`config.mk`:
```
export PLATFORM = sky130hd
export DESIGN_NAME = dm_arbiter_flat
export DESIGN_NICKNAME = d
export VERILOG_FILES = /design/src/rtl/dm_arbiter_if.sv /design/src/rtl/dm_arbiter.sv /design/src/flat_wrapper.sv
export SDC_FILE = /design/constraint.sdc
export NUM_CORES = 1
export LEC_CHECK = 0
export CAP_MARGIN = 20
export CORE_ASPECT_RATIO = 0.8
export CORE_MARGIN = 1
export CORE_UTILIZATION = 34
export DETAILED_ROUTE_END_ITERATION = 12
export GPL_TIMING_DRIVEN = 0
export PLACE_DENSITY = 0.8
export RECOVER_POWER = 100
export SETUP_SLACK_MARGIN = 0.15
export SYNTH_ARGS = -nofsm -noshare
export SYNTH_HDL_FRONTEND = slang
export SYNTH_SLANG_ARGS = --single-unit
```
`constraint.sdc`:
```
create_clock -name clk -period 2.4 [get_ports clk]
set_clock_uncertainty 0.2 [all_clocks]
set_input_delay 0.36 -clock clk [delete_from_list [all_inputs] [get_ports clk]]
set_output_delay 0.36 -clock clk [all_outputs]
set_load 0.05 [all_outputs]
```
`src/rtl/dm_arbiter_if.sv`:
```
// Signal bundle between the two requesters, dm_arbiter and the data memory.
// The slave side is the arbiter. The master side is the requesters plus the memory.
interface dm_arbiter_if;
  logic        p0_req;
  logic        p0_we;
  logic [2:0]  p0_op;
  logic [31:0] p0_addr;
  logic [31:0] p0_wdata;
  logic        p0_ack;
  logic        p0_err;
  logic [31:0] p0_rdata;

  logic        p1_req;
  logic        p1_we;
  logic [2:0]  p1_op;
  logic [31:0] p1_addr;
  logic [31:0] p1_wdata;
  logic        p1_ack;
  logic        p1_err;
  logic [31:0] p1_rdata;

  logic [31:0] m_A;
  logic [31:0] m_WD;
  logic [2:0]  m_op;
  logic        m_WE;
  logic [31:0] m_rdata;

  modport master (
    output p0_req, p0_we, p0_op, p0_addr, p0_wdata,
    output p1_req, p1_we, p1_op, p1_addr, p1_wdata,
    output m_rdata,
    input  p0_ack, p0_err, p0_rdata,
    input  p1_ack, p1_err, p1_rdata,
    input  m_A, m_WD, m_op, m_WE
  );

  modport slave (
    input  p0_req, p0_we, p0_op, p0_addr, p0_wdata,
    input  p1_req, p1_we, p1_op, p1_addr, p1_wdata,
    input  m_rdata,
    output p0_ack, p0_err, p0_rdata,
    output p1_ack, p1_err, p1_rdata,
    output m_A, m_WD, m_op, m_WE
  );
endinterface

```
`src/rtl/dm_arbiter.sv`:
```
// Two-port arbiter/sequencer for the single-ported data memory: one access at a time,
// IDLE -> ACCESS -> RESP. Misaligned or unknown ops are rejected before they reach memory.
module dm_arbiter #(
  parameter int unsigned STARVE_LIMIT = 4
) (
  input logic         clk,
  input logic         reset,
  dm_arbiter_if.slave bus
);
  localparam logic [2:0] DM_W  = 3'd0;
  localparam logic [2:0] DM_H  = 3'd1;
  localparam logic [2:0] DM_HU = 3'd2;
  localparam logic [2:0] DM_B  = 3'd3;
  localparam logic [2:0] DM_BU = 3'd4;
  localparam logic [3:0] LIMIT = 4'(STARVE_LIMIT);

  typedef enum logic [1:0] {IDLE, ACCESS, RESP} state_t;

  state_t      state, state_nxt;
  logic        grant, grant_p1;
  logic        sel_we, sel_err;
  logic [2:0]  sel_op;
  logic [31:0] sel_addr, sel_wdata;

  logic        owner_q, we_q, err_q;
  logic [2:0]  op_q;
  logic [31:0] addr_q, wdata_q;
  logic [3:0]  starve_cnt;

  logic        p0_ack_q, p1_ack_q, p0_err_q, p1_err_q;
  logic [31:0] p0_rdata_q, p1_rdata_q;
  logic [31:0] load_data;

  function automatic logic access_err(input logic [2:0] op, input logic [1:0] low);
    case (op)
      DM_W:        return low != 2'b00;
      DM_H, DM_HU: return low[0];
      DM_B, DM_BU: return 1'b0;
      default:     return 1'b1;
    endcase
  endfunction

  // NOTE: every output of a combinational block gets a default first, so no path leaves it unassigned and infers a latch.
  always_comb begin
    state_nxt = state;
    grant     = 1'b0;
    grant_p1  = 1'b0;
    case (state)
      IDLE: begin
        if (bus.p0_req || bus.p1_req) begin
          grant     = 1'b1;
          grant_p1  = !bus.p0_req || (starve_cnt == LIMIT);
          state_nxt = ACCESS;
        end
      end
      ACCESS:  state_nxt = RESP;
      RESP:    state_nxt = IDLE;
      default: state_nxt = IDLE;
    endcase
  end

  assign sel_we    = grant_p1 ? bus.p1_we    : bus.p0_we;
  assign sel_op    = grant_p1 ? bus.p1_op    : bus.p0_op;
  assign sel_addr  = grant_p1 ? bus.p1_addr  : bus.p0_addr;
  assign sel_wdata = grant_p1 ? bus.p1_wdata : bus.p0_wdata;
  assign sel_err   = access_err(sel_op, sel_addr[1:0]);

  // Stores and rejected accesses return zero rather than whatever the memory drives.
  assign load_data = (we_q || err_q) ? '0 : bus.m_rdata;

  // NOTE: sequential state uses non-blocking assignments so every register samples pre-edge values.
  always_ff @(posedge clk) begin
    if (reset) begin
      state      <= IDLE;
      starve_cnt <= '0;
      owner_q    <= 1'b0;
      we_q       <= 1'b0;
      err_q      <= 1'b0;
      op_q       <= DM_W;
      addr_q     <= '0;
      wdata_q    <= '0;
      p0_ack_q   <= 1'b0;
      p1_ack_q   <= 1'b0;
      p0_err_q   <= 1'b0;
      p1_err_q   <= 1'b0;
      p0_rdata_q <= '0;
      p1_rdata_q <= '0;
    end else begin
      state <= state_nxt;
      if (grant) begin
        owner_q <= grant_p1;
        we_q    <= sel_we;
        err_q   <= sel_err;
        op_q    <= sel_op;
        addr_q  <= sel_addr;
        wdata_q <= sel_wdata;
        // Only a port-0 win over a waiting port 1 counts towards starvation.
        if (grant_p1 || !bus.p1_req) begin
          starve_cnt <= '0;
        end else if (starve_cnt != LIMIT) begin
          starve_cnt <= starve_cnt + 4'd1;
        end
      end
      p0_ack_q   <= (state == ACCESS) && !owner_q;
      p1_ack_q   <= (state == ACCESS) &&  owner_q;
      p0_err_q   <= (state == ACCESS) && !owner_q && err_q;
      p1_err_q   <= (state == ACCESS) &&  owner_q && err_q;
      p0_rdata_q <= ((state == ACCESS) && !owner_q) ? load_data : '0;
      p1_rdata_q <= ((state == ACCESS) &&  owner_q) ? load_data : '0;
    end
  end

  assign bus.m_A      = addr_q;
  assign bus.m_WD     = wdata_q;
  assign bus.m_op     = op_q;
  assign bus.m_WE     = (state == ACCESS) && we_q && !err_q && !reset;
  assign bus.p0_ack   = p0_ack_q;
  assign bus.p1_ack   = p1_ack_q;
  assign bus.p0_err   = p0_err_q;
  assign bus.p1_err   = p1_err_q;
  assign bus.p0_rdata = p0_rdata_q;
  assign bus.p1_rdata = p1_rdata_q;
endmodule

```
`src/flat_wrapper.sv`:
```
// flat-port wrapper written by rule: the top's interface ports become plain ports
module dm_arbiter_flat 
#(
  parameter int unsigned STARVE_LIMIT = 4
)
  (clk, reset, bus_p0_req, bus_p0_we, bus_p0_op, bus_p0_addr, bus_p0_wdata, bus_p1_req, bus_p1_we, bus_p1_op, bus_p1_addr, bus_p1_wdata, bus_m_rdata, bus_p0_ack, bus_p0_err, bus_p0_rdata, bus_p1_ack, bus_p1_err, bus_p1_rdata, bus_m_A, bus_m_WD, bus_m_op, bus_m_WE);
  dm_arbiter_if bus_i ();
  input logic clk;
  input logic reset;
  input wire logic [$bits(bus_i.p0_req)-1:0] bus_p0_req;
  input wire logic [$bits(bus_i.p0_we)-1:0] bus_p0_we;
  input wire logic [$bits(bus_i.p0_op)-1:0] bus_p0_op;
  input wire logic [$bits(bus_i.p0_addr)-1:0] bus_p0_addr;
  input wire logic [$bits(bus_i.p0_wdata)-1:0] bus_p0_wdata;
  input wire logic [$bits(bus_i.p1_req)-1:0] bus_p1_req;
  input wire logic [$bits(bus_i.p1_we)-1:0] bus_p1_we;
  input wire logic [$bits(bus_i.p1_op)-1:0] bus_p1_op;
  input wire logic [$bits(bus_i.p1_addr)-1:0] bus_p1_addr;
  input wire logic [$bits(bus_i.p1_wdata)-1:0] bus_p1_wdata;
  input wire logic [$bits(bus_i.m_rdata)-1:0] bus_m_rdata;
  output wire logic [$bits(bus_i.p0_ack)-1:0] bus_p0_ack;
  output wire logic [$bits(bus_i.p0_err)-1:0] bus_p0_err;
  output wire logic [$bits(bus_i.p0_rdata)-1:0] bus_p0_rdata;
  output wire logic [$bits(bus_i.p1_ack)-1:0] bus_p1_ack;
  output wire logic [$bits(bus_i.p1_err)-1:0] bus_p1_err;
  output wire logic [$bits(bus_i.p1_rdata)-1:0] bus_p1_rdata;
  output wire logic [$bits(bus_i.m_A)-1:0] bus_m_A;
  output wire logic [$bits(bus_i.m_WD)-1:0] bus_m_WD;
  output wire logic [$bits(bus_i.m_op)-1:0] bus_m_op;
  output wire logic [$bits(bus_i.m_WE)-1:0] bus_m_WE;
  assign bus_i.p0_req = bus_p0_req;
  assign bus_i.p0_we = bus_p0_we;
  assign bus_i.p0_op = bus_p0_op;
  assign bus_i.p0_addr = bus_p0_addr;
  assign bus_i.p0_wdata = bus_p0_wdata;
  assign bus_i.p1_req = bus_p1_req;
  assign bus_i.p1_we = bus_p1_we;
  assign bus_i.p1_op = bus_p1_op;
  assign bus_i.p1_addr = bus_p1_addr;
  assign bus_i.p1_wdata = bus_p1_wdata;
  assign bus_i.m_rdata = bus_m_rdata;
  assign bus_p0_ack = bus_i.p0_ack;
  assign bus_p0_err = bus_i.p0_err;
  assign bus_p0_rdata = bus_i.p0_rdata;
  assign bus_p1_ack = bus_i.p1_ack;
  assign bus_p1_err = bus_i.p1_err;
  assign bus_p1_rdata = bus_i.p1_rdata;
  assign bus_m_A = bus_i.m_A;
  assign bus_m_WD = bus_i.m_WD;
  assign bus_m_op = bus_i.m_op;
  assign bus_m_WE = bus_i.m_WE;
  dm_arbiter #(.STARVE_LIMIT(STARVE_LIMIT)) u_core (.clk(clk), .reset(reset), .bus(bus_i));
endmodule
```
==> metrics.cfg <==
[outcome]
status = finished clean

[setup_path]
crit_path_end_kind = primary output
r2r_slack_ns = 0.34
slowest_delay_ns = 0.96
path_cells = dlygate4sd3_1
rr_worst_depth = 5
path_buf_inv = 1
reg2reg_from = u_core.state[0]
regToRegEndpoint = u_core.bus.p1_rdata[9]
crit_required_ns = 1.84
cp-start-kind = register
slowest_stage = dlygate4sd3_1
critPathKind = register to primary output
crit_family = buffers and inverters
crit_fanout = 2
worstPathArrival_ns = 1.69

[routing]
post_drt_wl_per_cell_um = 16.8
postRouteAntennaNets = 0
drt_iter0_drc = 327
vias_per_cell = 4.81
via_count = 5453
dr.pass1.iters = 5
drc = 0
wl_um = 19000

[clock_network]
htreeDepth = 4
cts_tree = built
post_cts_buffers = 0
clock_latency_ns = 0.41
clock_path_buffers = 2
clk_pin_slew_ns = 0.06
clockRootBuffer = clkbuf_16
cts_buffers = 17
clkSinkCount = 144

[final_layout]
finish.utilization_pct = 60.7
drive_gt1_share_pct = 7.15
nets = 1084
n_antenna_cell = 0
area_growth_pct = 74.4

[min_path]
whs_path_depth = 3
worstHoldStart = bus_p1_req
min_to = u_core.starve_cnt[1]
min_path_type = input pin to register

[global_routing]
grt_pass1_vias = 5174
antenna_found_initial = 0
grt_use_total_pct = 23.4
grt_pass1_wl_um = 28300
gr-total-overflow = 0
grt_max_degree = 17

[synth]
yosysWarnings = 0
ys_seq_area_share_pct = 55.0
synth_seq_cells = 144
synth_area_per_cell_um2 = 8.96
synth_cell_types = 34
synth_fp_nets = 759
netlist_instances = 585
netlist_area_um2 = 5240

[die]
rows = 40
die_area_um2 = 15900
chipWidth_um = 141
ios = 308
die_h_um = 113
core_um2 = 15100
start_util_pct = 34.8

[timing]
drv_slew = 0
holdWs_ns = 0.125
fin_crit_ns = 2.25
setup_viol_count_final = 0
finalCritPeriodShare_pct = 93.7
max_freq_mhz = 445
hold_viol = 0
maxSlewHeadroom_pct = 57.5
worstMarginPinSlew_ns = 0.631
rsz0062_at_grt = yes

[placed_design]
gp_congestion = 0.849
io_buffers = 305
dpl.hpwl_um = 14500

[power]
leakagePower_nw = 4.14
powerDensity_nw_per_um2 = 760
ir_worst_vdd_mv = 0.445

[run]
drv_cap = 0

[per-stage QoR]
| stage | cells | area [um^2] | TNS, ns | power (mW) | worst slack [ns] |
|---|---|---|---|---|---|
| finish | 1133 | 9150 | 0 | 6.95 | 0.151 |
| global route | 1133 | 9150 | 0 | 7.21 | 0.0713 |
| CTS | 1133 | 9180 | 0 | 7.07 | 0.194 |
| detailed placement | 1100 | 8560 | -0.111 | 4.37 | -0.111 |
| global placement | 1100 | 8560 | -0.109 | 4.35 | -0.109 |
| floorplan | 585 | 5250 | 0 | 3.62 | 0.296 |
[cells in the final DEF, fill, tap and decap left out, types with 3 or more instances in the layout]
master and count:
clkbuf_2 9, nand4_1 5, a311oi_1 69, dlygate4sd3_1 137, dfxtp_1 144, clkinv_4 3
clkbuf_8 4, and3_1 65, clkbuf_1 24, buf_2 19, inv_1 4, clkdlybuf4s50_1 168
clkbuf_16 17, inv_6 3, nor2_1 74, nand2_1 143, o21a_1 3
[power breakdown]
group	switching [mW]	internal [mW]
Combinational	1.02	0.608
Clock	1.04	1.66
Sequential	0.0753	2.55
Total	2.13	4.82
[registers in the layout (all words and copies together) (netlist names)]
signal,count
u_core.we_q,1
u_core.bus.m_A,32
u_core.starve_cnt,4
u_core.state,2
u_core.err_q,1
u_core.bus.p0_rdata,32
u_core.bus.m_WD,32
u_core.owner_q,1
u_core.bus.p1_err,1
u_core.bus.p1_ack,1
u_core.bus.p0_err,1
u_core.bus.p0_ack,1
u_core.bus.p1_rdata,32
u_core.bus.m_op,3
[logic make-up (layout without fill, tap and decap cells)]
| group | Yosys count | in the layout | share of synthesized area [%] |
|---|---|---|---|
| AO/OA/AOI/OAI | 82 | 82 | 13.3 |
| adder cells (fa/ha/maj) | 2 | 2 | 0.477 |
| AND/OR/NAND/NOR | 299 | 299 | 25.8 |
| buffers and inverters | 58 | 396 | 5.51 |
| flip-flops | 144 | 144 | 55.0 |
[cell usage after synthesis]
cell type | instances | share of area, %
nor4_1 | 1 | 0.12
and2_4 | 1 | 0.17
a31oi_1 | 1 | 0.12
inv_1 | 4 | 0.29
a21oi_1 | 2 | 0.19
clkbuf_1 | 17 | 1.2
o311ai_0 | 1 | 0.17
o21ai_2 | 1 | 0.17
o21a_1 | 3 | 0.43
nor2_4 | 1 | 0.21
a311o_1 | 1 | 0.19
clkbuf_2 | 3 | 0.29
nor2_1 | 73 | 5.2
nand4_1 | 5 | 0.60
nor2b_1 | 1 | 0.12
a211oi_1 | 1 | 0.14
or4b_2 | 1 | 0.19
and3_1 | 65 | 7.8
and2_1 | 1 | 0.12
dfxtp_1 | 144 | 55
nand4b_1 | 1 | 0.17
ha_1 | 2 | 0.48
nor4b_1 | 1 | 0.17
o21ai_0 | 2 | 0.19
nor3b_1 | 2 | 0.29
nand3_1 | 1 | 0.095
a311oi_1 | 69 | 12
clkinv_2 | 1 | 0.095
o211ai_1 | 1 | 0.14
buf_6 | 4 | 0.86
or3b_4 | 1 | 0.21
nand2_1 | 143 | 10
nor3_1 | 1 | 0.095
buf_2 | 29 | 2.8
[area by class of cell]
cell class              instances  area (um^2)
repair buffers                306         3060
plain buffers                  53          248
inverters                       5         20.0
clock inverters                10          125
flip-flops and latches        144         2880
fillers                      1322         5920
clock buffers                  22          484
multi-input cells             383         2060
well taps                     210          263
[worst max path at each step]
stage	from	end	slack (ns)	depth (start not counted)
2_1_floorplan	reset	bus_m_WE	0.30	3
5_1_grt	u_core.state[1]	bus_m_WE	0.07	3
6_report	u_core.bus.m_op[2]	bus_m_op[2]	0.15	1
3_5_place_dp	reset	bus_m_WE	-0.11	4
4_1_cts	u_core.bus.m_op[2]	bus_m_op[2]	0.19	1
3_3_place_gp	reset	bus_m_WE	-0.11	4
[repair_timing]
action,CTS,global route
hold endpoints to repair,1,0
setup endpoints to repair,1,5
pin swaps,0,0
hold buffers,1,0
gates resized for setup,6,4
[metal layers]
layer | up-vias | part of all wire [%] | GRT usage (%)
met2 | 190 | 49 | 39.5
met3 | 22 | 6.2 | 5.42
met4 | 0 | 1.9 | 8.84
met5 | - | 0 | 0
li1 | 2697 | - | -
met1 | 2544 | 43 | 29.1
No activity file was read; power rests on OpenSTA's default activity.
